<file path="src/rtl/hazard_stall_controller.sv">
// Pipeline sequencing for the 5-stage RV32I core: load-use bubbles, redirect flushes and data-memory freeze.
// Define HAZARD_PERF_CNT_EN to add saturating stall / flush / memory-wait performance counters.
module hazard_stall_controller #(
    parameter int LOAD_BUBBLES = 1,
    parameter int FLUSH_EXTRA  = 0
`ifdef HAZARD_PERF_CNT_EN
    ,
    parameter int CNT_W        = 32
`endif
) (
    input  logic       clk,
    input  logic       rst,
    input  logic [4:0] ip_IF_ID_RegisterRS1,
    input  logic [4:0] ip_IF_ID_RegisterRS2,
    input  logic       ip_Use_RS1,
    input  logic       ip_Use_RS2,
    input  logic [4:0] ip_ID_EX_RegisterRD,
    input  logic       ip_ID_EX_MemRead,
    input  logic       ip_EX_Redirect,
    input  logic       ip_EX_MEM_MemAccess,
    input  logic       ip_DMem_Ready,
    output logic       op_PCWrite,
    output logic       op_PC_Sel,
    output logic       op_IF_ID_Write,
    output logic       op_IF_ID_Flush,
    output logic       op_ID_EX_Flush,
    output logic       op_Pipe_Freeze,
    output logic       op_MEM_WB_Bubble,
    output logic       op_Stall_Busy
`ifdef HAZARD_PERF_CNT_EN
    ,
    output logic [CNT_W-1:0] op_Stall_Cycles,
    output logic [CNT_W-1:0] op_Flush_Events,
    output logic [CNT_W-1:0] op_MemWait_Cycles
`endif
);

    typedef enum logic [1:0] {
        S_RUN       = 2'd0,
        S_LU_BUBBLE = 2'd1,
        S_FLUSH     = 2'd2,
        S_MEM_WAIT  = 2'd3
    } state_t;

    // The first load-use bubble is issued from S_RUN, so S_LU_BUBBLE covers the remaining ones.
    localparam logic [1:0] LU_CNT_INIT = (LOAD_BUBBLES > 1) ? 2'(LOAD_BUBBLES - 2) : 2'd0;
    localparam logic [1:0] FL_CNT_INIT = (FLUSH_EXTRA > 0)  ? 2'(FLUSH_EXTRA - 1)  : 2'd0;

    state_t     state_q, state_d;
    state_t     ret_q, ret_d;
    logic [1:0] cnt_q, cnt_d;
    logic       lu;
    logic       mw;

    always_comb begin
        lu = 1'b0;
        mw = 1'b0;
        if (ip_ID_EX_MemRead && (ip_ID_EX_RegisterRD != 5'd0)) begin
            lu = (ip_Use_RS1 && (ip_ID_EX_RegisterRD == ip_IF_ID_RegisterRS1)) ||
                 (ip_Use_RS2 && (ip_ID_EX_RegisterRD == ip_IF_ID_RegisterRS2));
        end
        mw = ip_EX_MEM_MemAccess && !ip_DMem_Ready;
    end

    always_comb begin
        state_d          = state_q;
        ret_d            = ret_q;
        cnt_d            = cnt_q;
        op_PCWrite       = 1'b1;
        op_PC_Sel        = 1'b0;
        op_IF_ID_Write   = 1'b1;
        op_IF_ID_Flush   = 1'b0;
        op_ID_EX_Flush   = 1'b0;
        op_Pipe_Freeze   = 1'b0;
        op_MEM_WB_Bubble = 1'b0;
        op_Stall_Busy    = (state_q != S_RUN);

        if (rst) begin
            state_d          = S_RUN;
            ret_d            = S_RUN;
            cnt_d            = 2'd0;
            op_PCWrite       = 1'b0;
            op_IF_ID_Write   = 1'b0;
            op_IF_ID_Flush   = 1'b1;
            op_ID_EX_Flush   = 1'b1;
            op_MEM_WB_Bubble = 1'b1;
            op_Stall_Busy    = 1'b0;
        end else if (mw) begin
            // Whole pipeline holds; cnt is untouched so the interrupted sequence resumes intact.
            op_PCWrite       = 1'b0;
            op_IF_ID_Write   = 1'b0;
            op_Pipe_Freeze   = 1'b1;
            op_MEM_WB_Bubble = 1'b1;
            if (state_q != S_MEM_WAIT) begin
                ret_d   = state_q;
                state_d = S_MEM_WAIT;
            end
        end else if (state_q == S_MEM_WAIT) begin
            state_d = ret_q;
        end else if (ip_EX_Redirect) begin
            op_PC_Sel      = 1'b1;
            op_IF_ID_Flush = 1'b1;
            op_ID_EX_Flush = 1'b1;
            if (FLUSH_EXTRA > 0) begin
                cnt_d   = FL_CNT_INIT;
                state_d = S_FLUSH;
            end else begin
                cnt_d   = 2'd0;
                state_d = S_RUN;
            end
        end else begin
            case (state_q)
                S_RUN: begin
                    if (lu) begin
                        op_PCWrite     = 1'b0;
                        op_IF_ID_Write = 1'b0;
                        op_ID_EX_Flush = 1'b1;
                        if (LOAD_BUBBLES > 1) begin
                            cnt_d   = LU_CNT_INIT;
                            state_d = S_LU_BUBBLE;
                        end
                    end
                end
                S_LU_BUBBLE: begin
                    op_PCWrite     = 1'b0;
                    op_IF_ID_Write = 1'b0;
                    op_ID_EX_Flush = 1'b1;
                    if (cnt_q == 2'd0) begin
                        state_d = S_RUN;
                    end else begin
                        cnt_d = cnt_q - 2'd1;
                    end
                end
                S_FLUSH: begin
                    // ID holds a NOP here, so a load-use match is meaningless and ignored.
                    op_IF_ID_Flush = 1'b1;
                    if (cnt_q == 2'd0) begin
                        state_d = S_RUN;
                    end else begin
                        cnt_d = cnt_q - 2'd1;
                    end
                end
                default: begin
                    state_d = S_RUN;
                end
            endcase
        end
    end

    always_ff @(posedge clk) begin
        if (rst) begin
            state_q <= S_RUN;
            ret_q   <= S_RUN;
            cnt_q   <= 2'd0;
        end else begin
            state_q <= state_d;
            ret_q   <= ret_d;
            cnt_q   <= cnt_d;
        end
    end

`ifdef HAZARD_PERF_CNT_EN
    logic [CNT_W-1:0] stall_cnt_q, stall_cnt_d;
    logic [CNT_W-1:0] flush_cnt_q, flush_cnt_d;
    logic [CNT_W-1:0] mwait_cnt_q, mwait_cnt_d;

    // A load-use stall is the only case with an ID/EX bubble but no IF/ID flush.
    always_comb begin
        stall_cnt_d = stall_cnt_q;
        flush_cnt_d = flush_cnt_q;
        mwait_cnt_d = mwait_cnt_q;
        if (op_ID_EX_Flush && !op_IF_ID_Flush && (stall_cnt_q != '1)) begin
            stall_cnt_d = stall_cnt_q + CNT_W'(1);
        end
        if (op_PC_Sel && (flush_cnt_q != '1)) begin
            flush_cnt_d = flush_cnt_q + CNT_W'(1);
        end
        if (op_Pipe_Freeze && (mwait_cnt_q != '1)) begin
            mwait_cnt_d = mwait_cnt_q + CNT_W'(1);
        end
    end

    always_ff @(posedge clk) begin
        if (rst) begin
            stall_cnt_q <= '0;
            flush_cnt_q <= '0;
            mwait_cnt_q <= '0;
        end else begin
            stall_cnt_q <= stall_cnt_d;
            flush_cnt_q <= flush_cnt_d;
            mwait_cnt_q <= mwait_cnt_d;
        end
    end

    assign op_Stall_Cycles   = stall_cnt_q;
    assign op_Flush_Events   = flush_cnt_q;
    assign op_MemWait_Cycles = mwait_cnt_q;
`endif

endmodule

</file>
<file path="config.mk">
export PLATFORM = sky130hd
export DESIGN_NAME = hazard_stall_controller
export DESIGN_NICKNAME = d
export VERILOG_FILES = /design/src/rtl/hazard_stall_controller.sv
export SDC_FILE = /design/constraint.sdc
export NUM_CORES = 1
export LEC_CHECK = 0
export ABC_CLOCK_PERIOD_IN_PS = 2200
export CAP_MARGIN = 0
export CORE_MARGIN = 2
export CORE_UTILIZATION = 38
export DETAILED_ROUTE_END_ITERATION = 7
export HOLD_SLACK_MARGIN = 0.06
export MAX_ROUTING_LAYER = met4
export PLACE_DENSITY_LB_ADDON = 0.2
export SYNTH_ARGS = -nofsm -noshare
export SYNTH_HDL_FRONTEND = slang
export SYNTH_SLANG_ARGS = --single-unit
</file>
<file path="constraint.sdc">
create_clock -name clk -period 2.2 [get_ports clk]
set_input_delay 0.44 -clock clk [delete_from_list [all_inputs] [get_ports clk]]
set_output_delay 0.44 -clock clk [all_outputs]
set_load 0.05 [all_outputs]
</file>
==> flow_summary.toml <==
[clocking]
htree_levels = 1
cts.clk_slew.worst_paths_ns = 0.04
cts_made_buffers = 3
clk_latency_ns = 0.24
cts_tree = "built"
clk_path_buf_depth = 2
cts_root_buf = "clkbuf_4"
cts.sinks = 6

[sta]
hold_slack_ns = 0.474
fin_ws_ns = 0.0232
slew_headroom_pct = 77.5
maxSlewViolCount = 0
fmax_mhz = 459
rsz0062_at_grt = "yes"
setup_viol = 0
worst_slew_pin_slew_ns = 0.335
period_share_pct = 98.9
fin_crit_ns = 2.18
finClkSkew_ns = 0.000316
hold_viol_final = 0

[detailed_routing]
vias = 685
drt-wirelength-per-cell_um = 12.7
drt-initial-drc-count = 4
wl_um = 1720
vias_per_cell = 5.07
drtPass1Iterations = 4
drc = 0
ant_nets = 0

[logic_synthesis]
synth_ff_type = "dfxtp_1"
synth_area_per_cell_sq_um = 7.63
ys_top_cells_by_area = "dfxtp_1 (20%), xnor2_1 (15%), ha_1 (10%)"
yosys.cell_count.top_type = "xnor2_1"
ys_ff_latch = 6
ys_seq_area_share_pct = 19.9
synth_fp_nets = 107
synthArstFlopShare_pct = 0
ys.warnings.count = 0
ys_types = 27
synthCells = 79
synth_edf_count = 0
netlist_area_sq_um = 603
yosysTopAreaCellShare_pct = 19.9
synth_common_cells = "xnor2_1 (10), a21oi_1 (8)"
synth.largest_area_cell = "dfxtp_1"

[critical_path]
start_kind = "primary input"
critPathArrivalTime_ns = 1.74
timing.rr.start = "state_q[0]$_SDFFE_PP0P_"
crit_type = "primary input to output port"
end_kind = "output port"
crit_fanout = 2
crit_required_ns = 1.76
critPathLaunch = "ip_ID_EX_RegisterRD[2]"
rrSetupSlack_ns = 0.47

[pwr]
seqPwrFrac_pct = 28.2
pwr-share-clk_pct = 23.5
peakVddDrop_mv = 0.376
p_int_uw = 280
switching_power_uw = 129
p_leak_uw = 0.000469
p_sw_share_pct = 31.5
power_frac_comb_pct = 48.3
powerDensity_mw_per_mm2 = 371

[floorplanning]
coreArea_sq_mm = 0.00149
die_height_um = 43.8
fp.dieW_um = 43.8
die_area_sq_mm = 0.00192
num_rows = 14
start_util_pct = 40.5
io_pins = 31

[placement]
pre_cts_ws_ns = -0.358
io_buffer_count = 30
hpwl_um = 1410
place_inst = 131
place.gp.congestion = 0.789

[cells_and_area]
final_cells = 135
synthToLayoutAreaGrowth_pct = 82.6
final_core_util_pct = 73.9
drive_gt1_share_pct = 31.1
n_antenna_cell = 0
layout.nets = 149

[min_path]
min_path_type = "register to register"
min_from = "cnt_q[0]$_SDFFE_PP0P_"

[global_routing]
antenna_found_initial = 0
grt_pass1_vias = 665
grt_util_all_layers_pct = 20.7
grt_max_degree = 13
grt_pass1_wl_um = 2850
overflow = 0

[run]
drv_cap = 0

[status]
status = "finished clean"
## final cells by class
type                            count  area, sq um
Multi-Input combinational cell     62          457
Clock buffer                        3         22.5
Tap cell                           16         20.0
Sequential cell                     6          123
Timing Repair Buffer               42          457
Fill cell                         109          388
Inverter                            6         22.5
## sequential cells by signal, summed over array words and instances, names as in the netlist
register / cells
state_q: 2
ret_q: 2
cnt_q: 2
## per-layer routing
| metal | GRT usage, % | vias to the layer above | share of wire [%] |
|---|---|---|---|
| met1 | 23.7 | 306 | 45 |
| met3 | 3.33 | 7 | 2.6 |
| met4 | 10.3 | 0 | 2.2 |
| li1 | - | 359 | - |
| met5 | - | - | 0 |
| met2 | 34.4 | 13 | 51 |
## power groups by stage
stage	sequential, uW	combinational, uW	clock (uW)
6_report	115	197	96.1
5_1_grt	115	210	106
4_1_cts	115	195	100
3_5_place_dp	116	197	0
3_3_place_gp	116	194	0
2_1_floorplan	115	94.7	0
## repair_timing
item | in CTS | in global routing
pin swaps | 7 | 8
gates cloned | 0 | 0
buffers inserted | 0 | 1
hold buffers | 0 | 0
gates resized for setup | 18 | 8
setup endpoints to repair | 3 | 3
## worst max-delay path, cell delays in order
cell and delay [ns]:
buf_6 0.09, or4_4 0.52, o211ai_2 0.17, nor2_1 0.06, a211o_1 0.30, buf_6 0.15
## per-stage QoR
stage / cell area (sq um) / setup TNS, ns / total power (uW)
final: 1100 / 0 / 408
after CTS: 1070 / -0.0112 / 409
after detailed placement: 1060 / -0.987 / 314
after global placement: 1060 / -0.908 / 310
after global routing: 1100 / -0.0363 / 431
after floorplan: 619 / -0.0838 / 210
## logic make-up (layout without fill, tap and decap cells)
logic type,Yosys count,in the layout,synth area share [%]
adders and majority gates,5,5,10.4
and+or+nand+nor,27,27,25.1
muxes,1,1,1.66
DFF,6,6,19.9
xor gates and xnor gates,10,10,14.5
buffers and inverters,11,51,7.88
AOI/OAI and AO/OA,19,19,20.5
## layout by cell type (no fill, tap or decap)
| master | n |
|---|---|
| dfxtp_2 | 2 |
| nor3_1 | 1 |
| a21oi_4 | 1 |
| a21oi_1 | 7 |
| or4_1 | 2 |
| o22ai_1 | 3 |
| clkbuf_4 | 3 |
| inv_1 | 5 |
| clkdlybuf4s50_1 | 14 |
| nor4b_1 | 1 |
| or3_4 | 1 |
| or3b_2 | 1 |
| o211ai_2 | 1 |
| buf_4 | 12 |
| clkbuf_2 | 1 |
| dfxtp_1 | 4 |
| xnor2_1 | 10 |
| ha_1 | 5 |
| buf_6 | 3 |
| mux2i_1 | 1 |
| dlymetal6s2s_1 | 2 |
| nor2_1 | 6 |
| nand4_1 | 2 |
| dlygate4sd2_1 | 2 |
| buf_2 | 1 |
| o2111ai_1 | 2 |
| buf_12 | 7 |
| o21ai_0 | 2 |
| nor2b_1 | 1 |
| a21o_1 | 1 |
| a211o_1 | 2 |
| nor3_2 | 1 |
| nand2_1 | 6 |
| nand2b_1 | 3 |
| or4_4 | 1 |
| nand2b_2 | 1 |
| inv_2 | 1 |
## worst paths after layout
path | to | cells after the start
max reg2reg | state_q[0]$_SDFFE_PP0P_ | 6
max | op_ID_EX_Flush | 6
min reg2reg | cnt_q[0]$_SDFFE_PP0P_ | 2
min | cnt_q[0]$_SDFFE_PP0P_ | 2
Note: power is estimated with default switching activity, not from simulation.
